===== src/rtl/mem_access_stage.sv =====
// mem_access_stage: pipeline MEM stage issuing the data-memory access over a req/ack SRAM-like bus.
// Latency: 1 cycle for non-memory ops; at least 3 cycles in MEM for loads/stores (REQ, WAIT, DONE).
// Backpressure: holds the entry while the access is incomplete or WB stalls; ms_allow_in gates EXE.
//
// Ports: clk/reset (async active-low); es_to_ms_valid/ms_allow_in/es_ms_bus from EXE;
// ws_allow_in/ms_to_ws_valid/ms_ws_bus to WB; ms_fwd_bus to decode; data_sram_* memory bus.
// Optional macro MS_ALIGN_CHECK_EN: misaligned half/word accesses are suppressed, gr_we is
// killed, and the extra output ms_ale flags the entry.
module mem_access_stage #(
  parameter  int PC_W    = 32,
  parameter  int RA_W    = 5,
  localparam int ES_MS_W = PC_W + RA_W + 70,
  localparam int MS_WS_W = PC_W + RA_W + 33
) (
  input  logic               clk,
  input  logic               reset,
  input  logic               es_to_ms_valid,
  output logic               ms_allow_in,
  input  logic [ES_MS_W-1:0] es_ms_bus,
  input  logic               ws_allow_in,
  output logic               ms_to_ws_valid,
  output logic [MS_WS_W-1:0] ms_ws_bus,
  output logic [RA_W+33:0]   ms_fwd_bus,
  output logic               data_sram_req,
  output logic               data_sram_wr,
  output logic [1:0]         data_sram_size,
  output logic [3:0]         data_sram_wstrb,
  output logic [31:0]        data_sram_addr,
  output logic [31:0]        data_sram_wdata,
  input  logic               data_sram_addr_ok,
  input  logic               data_sram_data_ok,
  input  logic [31:0]        data_sram_rdata
`ifdef MS_ALIGN_CHECK_EN
  , output logic             ms_ale
`endif
);

  typedef enum logic [1:0] {IDLE, REQ, WAIT, DONE} state_t;

  // incoming EXE bus fields
  logic [PC_W-1:0] in_pc;
  logic            in_gr_we;
  logic [RA_W-1:0] in_dest;
  logic [31:0]     in_alu;
  logic            in_mem_en;
  logic            in_mem_we;
  logic            in_mem_sign;
  logic [1:0]      in_mem_size;
  logic [31:0]     in_st_data;

  assign {in_pc, in_gr_we, in_dest, in_alu, in_mem_en, in_mem_we,
          in_mem_sign, in_mem_size, in_st_data} = es_ms_bus;

  // latched entry
  state_t          state;
  logic            ms_valid;
  logic [PC_W-1:0] pc_r;
  logic            gr_we_r;
  logic [RA_W-1:0] dest_r;
  logic [31:0]     alu_r;
  logic            mem_en_r;
  logic            mem_we_r;
  logic            mem_sign_r;
  logic [1:0]      mem_size_r;
  logic [31:0]     st_data_r;
  logic [31:0]     rdata_r;
  logic            req_r;

  logic ms_ready_go;
  logic latch;
  logic gr_we_eff;
  logic load_pending;

  assign ms_ready_go    = !mem_en_r || (state == DONE);
  assign ms_allow_in    = !ms_valid || (ms_ready_go && ws_allow_in);
  assign ms_to_ws_valid = ms_valid && ms_ready_go;
  assign latch          = es_to_ms_valid && ms_allow_in;

`ifdef MS_ALIGN_CHECK_EN
  logic in_mis;
  logic mis_r;
  // size 3 is checked as a word
  assign in_mis = (in_mem_size == 2'd1 && in_alu[0]) ||
                  (in_mem_size[1] && in_alu[1:0] != 2'b00);
  assign mis_r  = (mem_size_r == 2'd1 && alu_r[0]) ||
                  (mem_size_r[1] && alu_r[1:0] != 2'b00);
  assign ms_ale    = ms_valid && mis_r;
  assign gr_we_eff = gr_we_r && !mis_r;
`else
  assign gr_we_eff = gr_we_r;
`endif

  always_ff @(posedge clk or negedge reset) begin
    if (!reset) begin
      state      <= IDLE;
      ms_valid   <= 1'b0;
      req_r      <= 1'b0;
      pc_r       <= '0;
      gr_we_r    <= 1'b0;
      dest_r     <= '0;
      alu_r      <= '0;
      mem_en_r   <= 1'b0;
      mem_we_r   <= 1'b0;
      mem_sign_r <= 1'b0;
      mem_size_r <= 2'd0;
      st_data_r  <= '0;
      rdata_r    <= '0;
    end else begin
      if (ms_allow_in) begin
        ms_valid <= es_to_ms_valid;
      end
      if (latch) begin
        pc_r       <= in_pc;
        gr_we_r    <= in_gr_we;
        dest_r     <= in_dest;
        alu_r      <= in_alu;
        mem_en_r   <= in_mem_en;
        mem_we_r   <= in_mem_we;
        mem_sign_r <= in_mem_sign;
        mem_size_r <= in_mem_size;
        st_data_r  <= in_st_data;
      end
      case (state)
        IDLE, DONE: begin
          if (latch) begin
            if (in_mem_en) begin
`ifdef MS_ALIGN_CHECK_EN
              if (in_mis) begin
                state <= DONE;
              end else begin
                state <= REQ;
                req_r <= 1'b1;
              end
`else
              state <= REQ;
              req_r <= 1'b1;
`endif
            end else begin
              state <= IDLE;
            end
          end else if (ms_allow_in) begin
            // entry retired (or none present) with nothing new behind it
            state <= IDLE;
          end
        end
        REQ: begin
          if (data_sram_addr_ok) begin
            req_r <= 1'b0;
            state <= WAIT;
          end
        end
        WAIT: begin
          // data_ok only counts here, so a stale response after reset is dropped
          if (data_sram_data_ok) begin
            if (!mem_we_r) begin
              rdata_r <= data_sram_rdata;
            end
            state <= DONE;
          end
        end
        default: state <= IDLE;
      endcase
    end
  end

  // store lane steering
  logic [1:0] off;
  assign off = alu_r[1:0];

  always_comb begin
    data_sram_wstrb = 4'hF;
    data_sram_wdata = st_data_r;
    case (mem_size_r)
      2'd0: begin
        data_sram_wstrb = 4'b0001 << off;
        data_sram_wdata = {4{st_data_r[7:0]}};
      end
      2'd1: begin
        data_sram_wstrb = 4'b0011 << off;
        data_sram_wdata = {2{st_data_r[15:0]}};
      end
      default: begin
        data_sram_wstrb = 4'hF;
        data_sram_wdata = st_data_r;
      end
    endcase
    if (!mem_we_r) begin
      data_sram_wstrb = 4'h0;
    end
  end

  assign data_sram_req  = req_r;
  assign data_sram_wr   = mem_we_r;
  assign data_sram_size = (mem_size_r == 2'd3) ? 2'd2 : mem_size_r;
  assign data_sram_addr = alu_r;

  // load extraction from the captured read data
  logic [7:0]  ld_byte;
  logic [15:0] ld_half;
  logic [31:0] ld_data;
  logic [31:0] final_result;

  always_comb begin
    ld_byte = rdata_r[{off, 3'b000} +: 8];
    ld_half = off[1] ? rdata_r[31:16] : rdata_r[15:0];
    case (mem_size_r)
      2'd0:    ld_data = {{24{mem_sign_r & ld_byte[7]}}, ld_byte};
      2'd1:    ld_data = {{16{mem_sign_r & ld_half[15]}}, ld_half};
      default: ld_data = rdata_r;
    endcase
  end

  assign final_result = (mem_en_r && !mem_we_r) ? ld_data : alu_r;
  assign load_pending = ms_valid && mem_en_r && !mem_we_r && (state != DONE);

  assign ms_ws_bus  = {pc_r, gr_we_eff, dest_r, final_result};
  assign ms_fwd_bus = {gr_we_eff && ms_valid, load_pending, dest_r, final_result};

endmodule


===== config.mk =====
export PLATFORM = sky130hd
export DESIGN_NAME = mem_access_stage
export DESIGN_NICKNAME = d
export VERILOG_FILES = /design/src/rtl/mem_access_stage.sv
export SDC_FILE = /design/constraint.sdc
export NUM_CORES = 1
export LEC_CHECK = 0
export BUFFER_PORTS_ARGS = -buffer_cell sky130_fd_sc_hd__clkbuf_2
export CAP_MARGIN = 40
export CORE_MARGIN = 4
export CORE_UTILIZATION = 43
export DETAILED_ROUTE_END_ITERATION = 12
export PLACE_DENSITY = 0.76
export SLEW_MARGIN = 20
export SYNTH_ARGS = -nofsm -noshare
export SYNTH_HDL_FRONTEND = slang
export SYNTH_SLANG_ARGS = --single-unit

===== constraint.sdc =====
create_clock -name clk -period 2 [get_ports clk]
set_clock_uncertainty 0.2 [all_clocks]
set_input_delay 0.4 -clock clk [delete_from_list [all_inputs] [get_ports clk]]
set_output_delay 0.4 -clock clk [all_outputs]
set_load 0.005 [all_outputs]

==> Word level (Yosys, flattened, before mapping) <==
Index checks and enable logic that the tools add are counted.
{ "op_classes": {"n_eq_ne": 11, "n_shift": 3, "n_mux": 17, "bitwise_logic": 3, "reduce_logical": 20} }
{ "op_table": {"columns": ["operator", "count"], "rows": [
  ["32-bit case mux with 2 select lines", 2],
  ["32-bit two-way mux", 1],
  ["32-bit by 6-bit indexed part select with 8-bit output", 1],
  ["16-bit two-way mux", 1],
  ["2-bit two-way mux", 5],
  ["2-bit inequality test (second input constant)", 5],
  ["1-bit logical AND", 8],
  ["4-bit case mux with 2 select lines", 1],
  ["2-bit == test (second input constant)", 3],
  ["2-bit case mux with 3 select lines", 1],
  ["3-bit AND reduction", 2],
  ["2-bit by 1-bit == test with 1-bit output (second input constant)", 2],
  ["2-bit logical NOT", 2],
  ["1-bit two-way mux", 4],
  ["4-bit two-way mux", 1],
  ["4-bit AND reduction", 1],
  ["1-bit by 2-bit << shifter with 4-bit output (first input constant)", 1],
  ["2-bit by 2-bit << shifter with 4-bit output (first input constant)", 1],
  ["1-bit logical NOT", 3],
  ["3-bit inequality test (second input constant)", 1],
  ["1-bit AND", 2],
  ["1-bit logical OR", 2],
  ["1-bit case mux with 2 select lines", 1],
  ["2-bit nonzero test", 1],
  ["2 further kinds", 2]
]} }
{ "word_totals": {"ff_bits": 143, "in_bits": 145, "output_inout_bits": 183, "elab_cells": 67} }

==> Logic depth before layout (Yosys ltp) <==
Gate-level depths: netlist of run 1.
{ "depth": {"depth_word": 7, "depth_mapped": 7, "ltp_nobuf": 6} }

==> Worst setup path after synthesis of run 1 <==
No wires, ideal clock.
{ "synth_timing": {"kind": "register to output", "from": "reg mem_size_r[1]", "to": "out ms_ws_bus[20]", "arrival_ns": 1.602, "required_ns": 1.400, "slack_ns": -0.202, "stages_incl_launch_ff": 8, "n_path_buf": 3, "path_cell_list": "dfrtp_1 buf_6 or3_1 o22ai_2 o21ai_2 buf_6 a21oi_2 buf_4"} }
{ "synth_via": {"elab_chain_len": 3, "word_cells_on_any_way": 4, "cone_classes": "1 x eq/ne; 2 x mux; 1 x reduce/logical"} }
{ "synth_rtl": {"columns": ["element", "line_no", "text"], "rows": [
  ["start: declaration", "64", "logic [1:0] mem_size_r;"],
  ["start signal: assignment", "120", "mem_size_r <= in_mem_size;"],
  ["2-bit by 1-bit == test with 1-bit output / 2-bit logical NOT (equally long branches)", "206", "case (mem_size_r)"],
  ["32-bit case mux with 2 select lines (*)", "206", null],
  ["32-bit two-way mux (*)", "213", "assign final_result = (mem_en_r && !mem_we_r) ? ld_data : alu_r;"],
  ["end: declaration", "22", "output logic [MS_WS_W-1:0] ms_ws_bus,"]
]} }
Every way passes the cells marked *; elsewhere a longest branch is shown, timed or not.

==> Worst setup path after layout of run 1 <==
{ "layout_timing": {"from": "reg alu_r[1], in the netlist data_sram_addr[1]", "to": "out ms_fwd_bus[24]"} }
{ "layout_via": {"elab_chain_len": 4, "word_cells_on_any_way": 6, "cone_classes": "1 x shift; 3 x mux; 2 x bitwise"} }
{ "layout_rtl": {"columns": ["element", "line_no", "text"], "rows": [
  ["start: declaration", "60", "logic [31:0] alu_r;"],
  ["start signal: assignment", "116", "alu_r <= in_alu;"],
  ["32-bit by 6-bit indexed part select with 8-bit output / 16-bit two-way mux (equally long branches)", "204, 205", null],
  ["1-bit AND, on equally long branches", "207, 208", null],
  ["32-bit case mux with 2 select lines (*)", "206", null],
  ["32-bit two-way mux (*)", "213", null],
  ["end: declaration", "23", "output logic [RA_W+33:0] ms_fwd_bus,"]
]} }
Marks and branches as above.

==> results of run 1 <==
==> power groups by stage <==
stage / Clock, mW / Combinational [mW] / Sequential [mW]
after floorplan: 0 / 5.16 / 5.04
after global placement: 0 / 8.19 / 5.25
after detailed placement: 0 / 8.31 / 5.33
after CTS: 3.41 / 9.31 / 5.33
after global routing: 3.53 / 10.8 / 5.54
final: 3.37 / 10.1 / 5.38
==> cell usage in the layout (no fill, tap or decap), drive strengths merged, types with 2 or more instances in the layout <==
cell type,Yosys,final
clkbuf,10,329
mux2i,11,11
o21ai,26,26
o22ai,2,2
nor2,33,33
nand2,21,21
dlygate4sd3,0,20
o211ai,5,5
a31oi,2,2
a22o,2,2
bufinv,0,3
and2,2,2
mux2,154,154
o21a,9,9
nand2b,8,8
nand3,3,3
a21oi,44,44
nor3b,2,2
a21boi,2,2
a221oi,7,7
clkinv,0,2
nor2b,10,10
ha,3,3
a31o,2,3
clkinvlp,0,3
a222oi,5,5
dfrtp,143,143
inv,13,18
buf,77,108
==> sequential cells by signal, summed over array words and instances (netlist names) <==
signal          count
data_sram_addr     32
pc_r               32
rdata_r            32
st_data_r          32
dest_r              5
mem_size_r          2
state               2
data_sram_req       1
data_sram_wr        1
gr_we_eff           1
mem_en_r            1
mem_sign_r          1
ms_valid            1
==> final timing paths <==
check,end,from,cells after the start,slack [ps]
hold / removal,pc_r[9]$_DFFE_PN0P_,es_ms_bus[84],2,10
setup reg to reg,st_data_r[1]$_DFFE_PN0P_,state[0]$_DFFE_PN0P_,6,0
max in group asynchronous,data_sram_addr[11]$_DFFE_PN0P_,reset,3,750
min in group asynchronous,data_sram_addr[26]$_DFFE_PN0P_,reset,2,220
hold reg to reg,pc_r[25]$_DFFE_PN0P_,pc_r[25]$_DFFE_PN0P_,1,310
setup / recovery,ms_fwd_bus[24],data_sram_addr[1]$_DFFE_PN0P_,6,-680
==> kinds of logic after synthesis <==
group,count (synthesis),share of synthesized area [%]
adders and majority gates,3,0.515
DFF,143,49.1
muxes,165,25.3
and+or+nand+nor,86,5.63
AOI/OAI and AO/OA,113,10.3
buffers and inverters,100,9.15
==> layer usage <==
layer	vias up	share of wire (%)	global-route usage (%)
met2	306	51	43.1
met4	4	2.1	6.97
met5	-	0.093	0
li1	2870	-	-
met1	3133	39	28.4
met3	38	7.4	7.22
==> what timing repair did <==
item,4_1_cts,5_1_grt
resized for setup,87,61
pin swaps,15,16
endpoints found under the hold margin,139,0
hold buffers,20,0
gates cloned,1,4
setup endpoints to repair,97,108
buffers inserted,5,15
==> critical path, cell delays in order, from the launching register on <==
cell,delay (ps)
sky130_fd_sc_hd__dfrtp_2,440
sky130_fd_sc_hd__mux2i_2,360
sky130_fd_sc_hd__o22ai_4,160
sky130_fd_sc_hd__o21ai_4,290
sky130_fd_sc_hd__buf_6,210
sky130_fd_sc_hd__a21oi_2,70
sky130_fd_sc_hd__clkbuf_2,120
==> cell type report <==
cell class / count / area share, %
Sequential cell: 143 / 32.9
Multi-Input combinational cell: 368 / 32.2
Timing Repair Buffer: 439 / 26.2
Clock buffer: 19 / 4.07
Tap cell: 220 / 2.53
Clock inverter: 13 / 1.62
Inverter: 13 / 0.472
==> stage by stage <==
step | setup slack (ps) | std cells | cell area (um^2) | TNS, ps | utilization (%)
final | -678 | 1215 | 10900 | -50060 | 65.6
after global placement | -330 | 1140 | 9240 | -16820 | 55.7
after floorplan | -187 | 610 | 7320 | -4950 | -
after global routing | -750 | 1215 | 10900 | -57890 | 65.6
after CTS | -670 | 1197 | 10500 | -49420 | 63.2
after detailed placement | -352 | 1140 | 9240 | -17820 | 55.7
==> parameters.txt, run 1 <==
Parameter                              Value

Place
  Half-perimeter wire length after placement ... 17600 um
  Number of I/O port buffers ... 327
  Placer Congestion ... 0.951

Power and ir drop
  Comb pwr share ... 53.6%
  Switching power of the nets ... 7.15 mW
  Internal power ... 11.7 mW
  Design Power ... 18.9 mW
  Max IR drop VDD ... 0.814 mV
  Proportion of power drawn by flip-flops and latches ... 28.5%
  Total power divided by cell area ... 1730 nW/um^2
  Leakage Power ... 5.24 nW
  Portion of total power attributed to the clock network ... 17.9%
  Proportion of total power due to net switching ... 37.9%

Clocking
  Clock buffers created by TritonCTS ... 17
  CTS H-Tree Depth ... 4
  Clock edge transition at the registers on the reported setup and hold paths ... 70 ps
  Clock insertion delay at the later pin of the skew report ... 410 ps
  Clock tree buffer depth ... 2
  TritonCTS clock tree ... yes
  Clk Tree Root Cell ... sky130_fd_sc_hd__clkbuf_16
  Clock sink count ... 143

STA
  Max-slew violations ... 0
  Maximum achievable frequency ... 0.373 GHz
  Least-Margin Pin Slew ... 419 ps
  Worst-case hold slack ... 10.7 ps
  Min setup slack post-route ... -678 ps
  Crit share post-route ... 134%
  Minimum clock period after layout ... 2680 ps
  Worst slew margin relative to its limit ... 72.0%
  Final setup violating endpoints ... 96
  Final hold violation count ... 0
  Unrepaired setup endpoints after global routing ... true

Synthesis
  Seq cells post-synth ... 143
  Most common cell in the netlist ... sky130_fd_sc_hd__mux2_2
  Number of synthesized flops with an enable pin ... 0
  Count of cell types in the netlist ... 45
  Top cells by area in the synthesized netlist ... sky130_fd_sc_hd__dfrtp_1, sky130_fd_sc_hd__mux2_2, sky130_fd_sc_hd__buf_4
  Mean Syn Cell Area ... 11.9 um^2
  Top cell type's share of synthesized area ... 49.1%
  Mapped Area ... 7290 um^2
  Synthesized Nets ... 758
  Ranking of synthesized cells by instance count ... sky130_fd_sc_hd__mux2_2, sky130_fd_sc_hd__dfrtp_1, sky130_fd_sc_hd__buf_4
  Synth Warn # ... 0
  Sequential fraction of the synthesis area ... 49.1%
  Cell accounting for the most synthesized area ... sky130_fd_sc_hd__dfrtp_1
  Synthesized instance count ... 610
  Post-synth top flop ... sky130_fd_sc_hd__dfrtp_1
  Fraction of synthesis flops using an asynchronous set or reset pin ... 100%

Finish
  Fraction of final layout cells with drive strength greater than 1 ... 67.6%
  Count of nets after finishing ... 1130
  Area of the multi-input gates ... 3500 um^2
  Register area ... 3580 um^2
  Number of filler instances in the final layout ... 1246
  ANT cells ... 0
  Growth of design area from synthesis to finish ... 49.3%

Worst setup path
  Type of the worst setup path ... register to output port
  Crit start category ... register
  Required time of the critical path ... 1400 ps
  Kind of capture point of the worst setup path ... output port
  Critical Path AT ... 2080 ps
  Crit-path max FO ... 6

Outcome
  Result of the run ... complete, but fails checks
  Violated checks ... setup timing

Drt
  Average detailed-routed wire length per instance ... 20.2 um
  Overall via count from detail_route ... 6351
  DRC violation count after routing ... 0
  Number of DRC markers in iteration 0 ... 421
  Pre-Repair DR Iteration Count ... 8
  Total wirelength of the detailed-routed design ... 24600 um
  Vias per cell ... 5.23
  Detail Route Antenna Nets ... 0

Global routing
  Largest net degree at the start of global routing ... 54
  Grt ovf ... 0
  Via count of the first global-routing pass ... 6678
  Global-route wire length before repair ... 37000 um
  Overall Global Routing Usage ... 24.2%
  Number of antenna violations at the first check in global routing ... 2

Floorplan
  Starting Density ... 43.9%
  Number of top-level pins ... 328
  Count of standard-cell rows ... 47
  Die footprint ... 19100 um^2
  Die X-Extent ... 138 um
  Std-Cell Core Area ... 16600 um^2
  Y dimension of the die ... 138 um

Flow run
  Max-Cap Viols ... 0

Worst hold path
  Worst hold path type ... input pin to register
Note: power is estimated with default switching activity, not from simulation.
==> run 2, diff against run 1 <==
Settings changed: SKIP_LAST_GASP set to 1.
Clock period 2 ns to 2.3 ns, I/O delays scaled along.
==> parameters.txt, run 2 (same netlist as run 1, synthesis figures left out) <==
Parameter                              Value

STA
  Maximum achievable frequency ... 0.357 GHz
  Min setup slack post-route ... -498 ps (was -678 ps)
  Crit share post-route ... 122%
  Unrepaired setup endpoints after global routing ... true (unchanged)
  Worst slew margin relative to its limit ... 71.5% (was 72.0%)
  Final hold violation count ... 0 (unchanged)
  Minimum clock period after layout ... 2800 ps
  Max-slew violations ... 0 (unchanged)
  Least-Margin Pin Slew ... 428 ps (was 419 ps)
  Sum of negative setup slack ... -27620 ps (was -50060 ps)
  Worst-case hold slack ... 64.0 ps (was 10.7 ps)
  Final setup violating endpoints ... 74 (was 96)

Power and ir drop
  Max IR drop VDD ... 0.702 mV (was 0.814 mV)
  Design Power ... 15.4 mW (was 18.9 mW)
  Total power divided by cell area ... 1510 nW/um^2 (was 1730 nW/um^2)
  Leakage Power ... 4.90 nW (was 5.24 nW)

Floorplan
  Starting Density ... 43.9% (unchanged)
  Y dimension of the die ... 138 um (unchanged)
  Count of standard-cell rows ... 47 (unchanged)
  Die X-Extent ... 138 um (unchanged)
  Number of top-level pins ... 328 (unchanged)
  Die footprint ... 19100 um^2 (unchanged)
  Std-Cell Core Area ... 16600 um^2 (unchanged)

Drt
  Vias per cell ... 5.19 (was 5.23)
  Overall via count from detail_route ... 6034 (was 6351)
  DRC violation count after routing ... 0 (unchanged)
  Average detailed-routed wire length per instance ... 19.3 um (was 20.2 um)
  Detail Route Antenna Nets ... 0 (unchanged)
  Total wirelength of the detailed-routed design ... 22400 um (was 24600 um)
  Pre-Repair DR Iteration Count ... 4 (was 8)
  Number of DRC markers in iteration 0 ... 256 (was 421)

Clocking
  Clock buffers created by TritonCTS ... 17 (unchanged)
  TritonCTS clock tree ... yes (unchanged)
  Clock sink count ... 143 (unchanged)
  Clock tree buffer depth ... 2 (unchanged)
  Clock edge transition at the registers on the reported setup and hold paths ... 60 ps (was 70 ps)
  CTS H-Tree Depth ... 4 (unchanged)
  Clock insertion delay at the later pin of the skew report ... 420 ps (was 410 ps)
  Clk Tree Root Cell ... sky130_fd_sc_hd__clkbuf_16 (unchanged)

Global routing
  Number of antenna violations at the first check in global routing ... 0 (was 2)
  Overall Global Routing Usage ... 22.8% (was 24.2%)
  Global-route wire length before repair ... 34500 um (was 37000 um)
  Via count of the first global-routing pass ... 6313 (was 6678)
  Grt ovf ... 0 (unchanged)
  Largest net degree at the start of global routing ... 58 (was 54)

Outcome
  Violated checks ... setup timing (unchanged)
  Result of the run ... complete, but fails checks (unchanged)

Worst hold path
  Worst hold path type ... input pin to register (unchanged)

Place
  Half-perimeter wire length after placement ... 16900 um (was 17600 um)
  Number of placed cells counting well taps ... 1115 (was 1140)
  Placer Congestion ... 0.953 (was 0.951)
  Number of I/O port buffers ... 327 (unchanged)
  Place WS ... -225 ps (was -352 ps)

Flow run
  Max-Cap Viols ... 0 (unchanged)

Finish
  Count of nets after finishing ... 1077 (was 1130)
  Post-route insts no fill ... 1162 (was 1215)
  Growth of design area from synthesis to finish ... 39.9% (was 49.3%)
  Number of filler instances in the final layout ... 1359 (was 1246)
  Register area ... 3580 um^2 (unchanged)
  Area of the multi-input gates ... 3390 um^2 (was 3500 um^2)
  Fraction of final layout cells with drive strength greater than 1 ... 67.2% (was 67.6%)
  Commonest cells after routing, fill and taps aside ... sky130_fd_sc_hd__clkbuf_2, sky130_fd_sc_hd__mux2_2, sky130_fd_sc_hd__dfrtp_1 (unchanged)
  Most common library cell in the layout ignoring fill and taps ... sky130_fd_sc_hd__clkbuf_2 (unchanged)
  ANT cells ... 0 (unchanged)

Worst setup path
  Type of the worst setup path ... register to output port (unchanged)
  Crit-path max FO ... 10 (was 6)
  Required time of the critical path ... 1640 ps (was 1400 ps)
  Crit start category ... register (unchanged)
  Critical Path AT ... 2140 ps (was 2080 ps)
  Kind of capture point of the worst setup path ... output port (unchanged)
==> run 2: cell types whose count changed in the layout (fill, tap and decap cells not counted), sizes merged <==
| cell | before | now |
|---|---|---|
| buf | 108 | 66 |
| dlygate4sd3 | 20 | 1 |
| clkbuf | 329 | 336 |
| clkinv | 2 | 5 |
| a31o | 3 | 2 |
| clkinvlp | 3 | 2 |
==> run 2: final timing paths <==
| check | startpoint | to | slack [ps] | cells after the start |
|---|---|---|---|---|
| worst max-delay path | data_sram_addr[1]$_DFFE_PN0P_ | ms_ws_bus[27] | -500 | 7 |
| worst min-delay path | es_ms_bus[44] | data_sram_addr[7]$_DFFE_PN0P_ | 60 | 2 |
| worst max register to register | state[1]$_DFFE_PN0P_ | data_sram_addr[27]$_DFFE_PN0P_ | 230 | 5 |
| worst min register to register | pc_r[9]$_DFFE_PN0P_ | pc_r[9]$_DFFE_PN0P_ | 310 | 1 |
| max in group asynchronous | reset | st_data_r[1]$_DFFE_PN0P_ | 880 | 3 |
| min in group asynchronous | reset | data_sram_addr[26]$_DFFE_PN0P_ | 350 | 2 |
==> run 2: layout make-up <==
cell class / count / share of cell area [%]
clock buffers: 17 / 4.17
clock inverters: 15 / 1.78
inverters: 13 / 0.479
multi-input cells: 367 / 33.3
flip-flops and latches: 143 / 35.1
well taps: 220 / 2.70
repair buffers: 387 / 22.5
==> run 2: critical path, stage by stage (launching register included) <==
cell,delay [ps]
sky130_fd_sc_hd__dfrtp_2,480
sky130_fd_sc_hd__buf_6,160
sky130_fd_sc_hd__mux2i_4,190
sky130_fd_sc_hd__o22ai_4,260
sky130_fd_sc_hd__o21ai_4,140
sky130_fd_sc_hd__buf_12,180
sky130_fd_sc_hd__a21oi_2,160
sky130_fd_sc_hd__clkbuf_2,140
==> run 2: power by group <==
part	leakage [nW]	total [mW]	internal (mW)	switching [mW]
registers	1.67	4.69	3.67	1.03
logic	2.94	7.89	4.18	3.71
clock network	0.295	2.85	1.72	1.13
total	4.90	15.4	9.57	5.86
==> run 2: through the flow <==
stage / utilization [%] / instance area (um^2)
after floorplan: - / 7290
after global placement: 54.5 / 9040
after detailed placement: 54.5 / 9040
after CTS: 60.1 / 9970
after global routing: 61.5 / 10200
final: 61.5 / 10200
==> run 2: metal layers <==
metal  wire length, um  global-route usage (%)  vias up
met5                 0                       0        -
met4               590                    8.94        0
met3              1780                    7.77       32
met2             11400                    38.8      282
met1              8590                    26.6     2966
li1                  -                       -     2754
==> run 2: timing repair <==
| action | in CTS | in global routing |
|---|---|---|
| pin swaps | 10 | 15 |
| endpoints found under the hold margin | 42 | 0 |
| buffers inserted | 8 | 7 |
| setup endpoints to repair | 93 | 94 |
| hold buffers | 1 | 0 |
| gates resized for setup | 61 | 50 |
| cloned | 1 | 0 |
